### config.mk
export PLATFORM = sky130hd
export DESIGN_NAME = light_mode_controller
export DESIGN_NICKNAME = d
export VERILOG_FILES = /design/src/rtl/light_mode_controller.sv
export SDC_FILE = /design/constraint.sdc
export NUM_CORES = 1
export LEC_CHECK = 0
export CORE_MARGIN = 2
export CORE_UTILIZATION = 45
export CTS_CLUSTER_DIAMETER = 100
export DETAILED_ROUTE_END_ITERATION = 8
export GPL_TIMING_DRIVEN = 0
export PLACE_DENSITY = 0.7
export RECOVER_POWER = 25
export SLEW_MARGIN = 20
export SYNTH_ARGS = -nofsm -noshare
export SYNTH_HDL_FRONTEND = slang
export SYNTH_SLANG_ARGS = --single-unit
### constraint.sdc
create_clock -name clk -period 1.8 [get_ports clk]
set_input_delay 0.45 -clock clk [delete_from_list [all_inputs] [get_ports clk]]
set_output_delay 0.45 -clock clk [all_outputs]
set_load 0.05 [all_outputs]
### src/rtl/light_mode_controller.sv
// Bike light mode sequencer: steps OFF/STEADY/BLINK/FLASH on button presses and
// walks the BLINK/FLASH phases on timer expiries, reloading the shared timer.
module light_mode_controller #(
  parameter logic [8:0] BLINK_ON  = 9'd250,
  parameter logic [8:0] BLINK_OFF = 9'd250,
  parameter logic [8:0] FLASH_ON  = 9'd30,
  parameter logic [8:0] FLASH_GAP = 9'd60,
  parameter logic [8:0] FLASH_OFF = 9'd400
) (
  input  logic       clk,
  input  logic       reset,
  input  logic       tick,
  input  logic       btn_press,
  input  logic       timer_done,
  output logic [8:0] timer_load,
  output logic       timer_restart,
  output logic       timer_count_en,
  output logic       light,
  output logic [1:0] mode
);

  typedef enum logic [1:0] {
    MODE_OFF    = 2'd0,
    MODE_STEADY = 2'd1,
    MODE_BLINK  = 2'd2,
    MODE_FLASH  = 2'd3
  } mode_t;

  mode_t      mode_q, mode_d;
  logic [1:0] phase_q, phase_d;
  logic       light_d;
  logic [8:0] load_d;
  logic       restart_d;

  // A zero duration would make the timer expire immediately; reject at elaboration.
  if (BLINK_ON == 9'd0 || BLINK_OFF == 9'd0 || FLASH_ON == 9'd0 ||
      FLASH_GAP == 9'd0 || FLASH_OFF == 9'd0) begin : g_bad_param
    $error("light_mode_controller: duration parameters must lie in 1..511");
  end

  function automatic logic [8:0] flash_load(input logic [1:0] ph);
    case (ph)
      2'd1:    return FLASH_GAP;
      2'd3:    return FLASH_OFF;
      default: return FLASH_ON;
    endcase
  endfunction

  always_ff @(posedge clk or posedge reset) begin
    if (reset) begin
      mode_q        <= MODE_OFF;
      phase_q       <= '0;
      light         <= 1'b0;
      timer_load    <= '0;
      timer_restart <= 1'b0;
    end else begin
      mode_q        <= mode_d;
      phase_q       <= phase_d;
      light         <= light_d;
      timer_load    <= load_d;
      timer_restart <= restart_d;
    end
  end

  // A press takes priority; a coincident expiry is dropped, not deferred.
  always_comb begin
    mode_d    = mode_q;
    phase_d   = phase_q;
    light_d   = light;
    load_d    = timer_load;
    restart_d = 1'b0;
    if (btn_press) begin
      mode_d    = mode_t'(mode_q + 2'd1);
      phase_d   = '0;
      restart_d = 1'b1;
      light_d   = (mode_d != MODE_OFF);
      if (mode_d == MODE_BLINK)
        load_d = BLINK_ON;
      else if (mode_d == MODE_FLASH)
        load_d = FLASH_ON;
    end else if (timer_done) begin
      case (mode_q)
        MODE_BLINK: begin
          phase_d   = {phase_q[1], ~phase_q[0]};
          light_d   = phase_q[0];
          load_d    = phase_q[0] ? BLINK_ON : BLINK_OFF;
          restart_d = 1'b1;
        end
        MODE_FLASH: begin
          phase_d   = phase_q + 2'd1;
          light_d   = ~phase_d[0];
          load_d    = flash_load(phase_d);
          restart_d = 1'b1;
        end
        default: ;
      endcase
    end
  end

  assign timer_count_en = tick & mode_q[1] & ~timer_restart;
  assign mode           = mode_q;

endmodule
==> impl_results.md, run 1 <==
* Result of the run: finished clean
* Fraction of final layout cells sized beyond drive strength 1 at 14.8%
* Detailed-router iteration count before antenna repair at 2
* Global-route usage over all layers at 13.8%
* List of cells traversed by the critical path: dlygate4sd2_1
* Slew Limit Headroom at 65.1%
* Netlist area before placement at 748 µm²
* VDD IR-drop max at 0.000845 V
* Top Usage Layer GRT: met2
* Number of non-filler instances in the completed layout at 104
* Site row count at 14
* Cell at the slowest stage of the critical path: sky130_fd_sc_hd__dlygate4sd2_1
* Number of diodes at 0
* Number of CTS-inserted buffers at 3
* Count of clock tree sinks at 14
* Tmin final at 1.75 ns
* Total power of the final layout at 1.68 mW
* Crit path largest cell delay at 0.56 ns
* Number of hold violations in the final report at 0
* CTS H-Tree Depth at 1
* Synthesized instance count at 67
* Number of unique standard cell types used by synthesis at 21
* Total Wirelength at 1210 µm
* Largest net degree at the start of global routing at 15
* Number of slew-limit violations in the final report at 0
* Register bit total from synthesis at 14
* Mapped Nets at 80
* Most frequent cells in the layout: 13 x sky130_fd_sc_hd__dfrtp_1, 12 x sky130_fd_sc_hd__dlygate4sd2_1, 9 x sky130_fd_sc_hd__inv_1
* Remaining antenna violation count after routing at 0
* Worst setup skew after layout at 0.00325 ns
* Met1 track demand over resource at 18.8%
* Post-DP HPWL at 895 µm
* Hold Buf Count CTS at 0
* Startpoint kind of the worst setup timing path: register
* Met2 Usage GRT at 22.9%
* Element type at the critical path end: output pin
* CP Data Required Time at 1.35 ns
* Max Clock Freq at 572 MHz
* Overflow left after global routing at 0
* Initial cell density of the core at 49.1%
* Area of the die at 0.00200 mm²
* Cell family contributing the most delay on the critical path: buffers and inverters
* DR iter-0 viols at 3
* Residual DRC at 0
* Worst Setup Slack post-DPL at -0.494 ns
* Clk Tree Root Cell: sky130_fd_sc_hd__clkbuf_4
* Hold Slack at 0.467 ns
* Clock Latency Late Sink at 0.27 ns
* Total Nets Final at 102
* Routed wirelength normalized by instance count at 11.6 µm
* Number of setup violations in the final report at 0
* Number of antenna violations at the first check in global routing at 0
* Max Cap Violations at 0
* Fraction of the yosys area taken by sequential cells at 46.8%
* Setup CP Type: register to output pin
* Number of resized instances in the post-cts repair step at 17
* Via count at 513
* # port buffers at 17
* Ports placed on the boundary at 19
* CTS tree: built
* CP bufs+invs at 1
* Number of buffers on the longest clock path at 2
* Power per standard cell area at 1750 mW/mm²
* Setup ws final at 0.0507 ns
* Detailed-route vias per instance at 4.93
* Gpl congestion at 0.717
* Post-CTS setup buffer count at 0
* Die span in y at 44.8 µm
* Maximum net fanout on the critical path at 7
* Clock Pin Slew Worst Setup and Hold Paths at 0.09 ns
* Global-route track usage on met3 at 2.40%
* Final worst path period share at 97.2%
* Arrival time reported for the critical path endpoint at 1.30 ns
* Global-route wire length before repair at 2060 µm
* Total of warnings raised by yosys at 0
* Placed insts at 100
* Synthesis-to-finish area growth at 28.1%
* Post-layout instance area at 958 µm²
* RSZ-0062 raised after global routing: no
* Horizontal die dimension at 44.8 µm
* Core Box Area at 0.00152 mm²
* Measured slew at the worst slew-check pin at 0.523 ns
* Synthesized area divided by synthesized cell count at 11.2 µm²
* Number of filler instances in the final layout at 142
* Vias in the first global route at 471
* Most common library cell in the layout ignoring fill and taps: sky130_fd_sc_hd__dfrtp_1
* Placed instance area at 942 µm²
* Leakage Power at 0.465 nW
* Classification of the worst-slack hold path: register to register
[flip-flops by register name, summed over array words and instances, names as in the netlist]
| signal | flops |
|---|---|
| light | 1 |
| mode | 2 |
| phase_q | 2 |
| timer_load | 8 |
| timer_restart | 1 |
[routing by layer]
layer	vias to the layer above	share of wire, %	wire length [µm]
li1	256	-	-
met1	243	50	599
met2	14	45	546
met3	0	5.3	64
met4	0	0	0
met5	-	0	0
[stage by stage]
stage | setup TNS (ns) | util, %
after detailed placement | -0.597 | 61.8
after CTS | 0 | 62.9
final | 0 | 62.9
after global routing | 0 | 62.9
after global placement | -0.568 | 61.8
after floorplan | 0 | -
[cells by family (layout without fill, tap and decap cells)]
family,Yosys count,count (layout),share of synthesized area (%)
DFF,14,14,46.8
muxes,7,7,10.7
AOI/OAI and AO/OA,8,8,9.70
adders and majority gates,8,8,13.4
other,1,1,0.501
buffers and inverters,11,32,6.52
xor gates and xnor gates,2,2,2.34
and+or+nand+nor,16,16,10.0
[path summary, 6_finish.rpt]
kind / from / endpoint / slack, ns / cells after the start
worst max-delay path: mode[1] / mode[1] / 0.05 / 1
min in group asynchronous: reset / timer_load[6] / 0.65 / 2
worst min-delay path: timer_load[4] / timer_load[4] / 0.47 / 1
worst min register to register: timer_load[4] / timer_load[4] / 0.47 / 1
worst max register to register: mode[0] / timer_load[3] / 0.22 / 5
max in group asynchronous: reset / mode[0] / 0.77 / 2
[Yosys cell counts, drive strengths merged]
cell | instances | area, µm²
dfrtp | 14 | 350
inv | 9 | 33.8
ha | 8 | 100
nor2 | 6 | 22.5
mux2i | 5 | 50.1
nand2 | 5 | 18.8
o21ai | 3 | 37.5
o22ai | 3 | 18.8
buf | 2 | 15.0
mux2 | 2 | 30.0
conb | 1 | 3.75
nand2b | 1 | 6.26
nand3b | 1 | 7.51
nor2b | 1 | 6.26
o21a | 1 | 7.51
o22a | 1 | 8.76
or2 | 1 | 6.26
or2b | 1 | 7.51
xnor2 | 1 | 8.76
xor2 | 1 | 8.76
[where the power goes]
part           switching [mW]  internal [mW]
combinational           0.639          0.310
clock                  0.0995          0.123
sequential             0.0828          0.427
[cell type report]
cell class	instances	area (µm²)	area share, %
multi-input cells	42	352	36.7
clock buffers	4	36.3	3.79
repair buffers	17	150	15.7
well taps	16	20.0	2.09
plain buffers	2	15.0	1.57
inverters	9	33.8	3.52
flip-flops and latches	14	352	36.7
(Power assumes the default switching activity.)
==> run 2: changes to the inputs <==
CTS_CLUSTER_DIAMETER = 120   (was 100)
==> results of run 2 <==
Final layout, timing and power as in run 1 (identical DEF).
==> run 3: changes to the inputs <==
SLEW_MARGIN = default   (was 20)
==> results of run 3 <==
Final layout, timing and power as in run 1 (identical DEF).
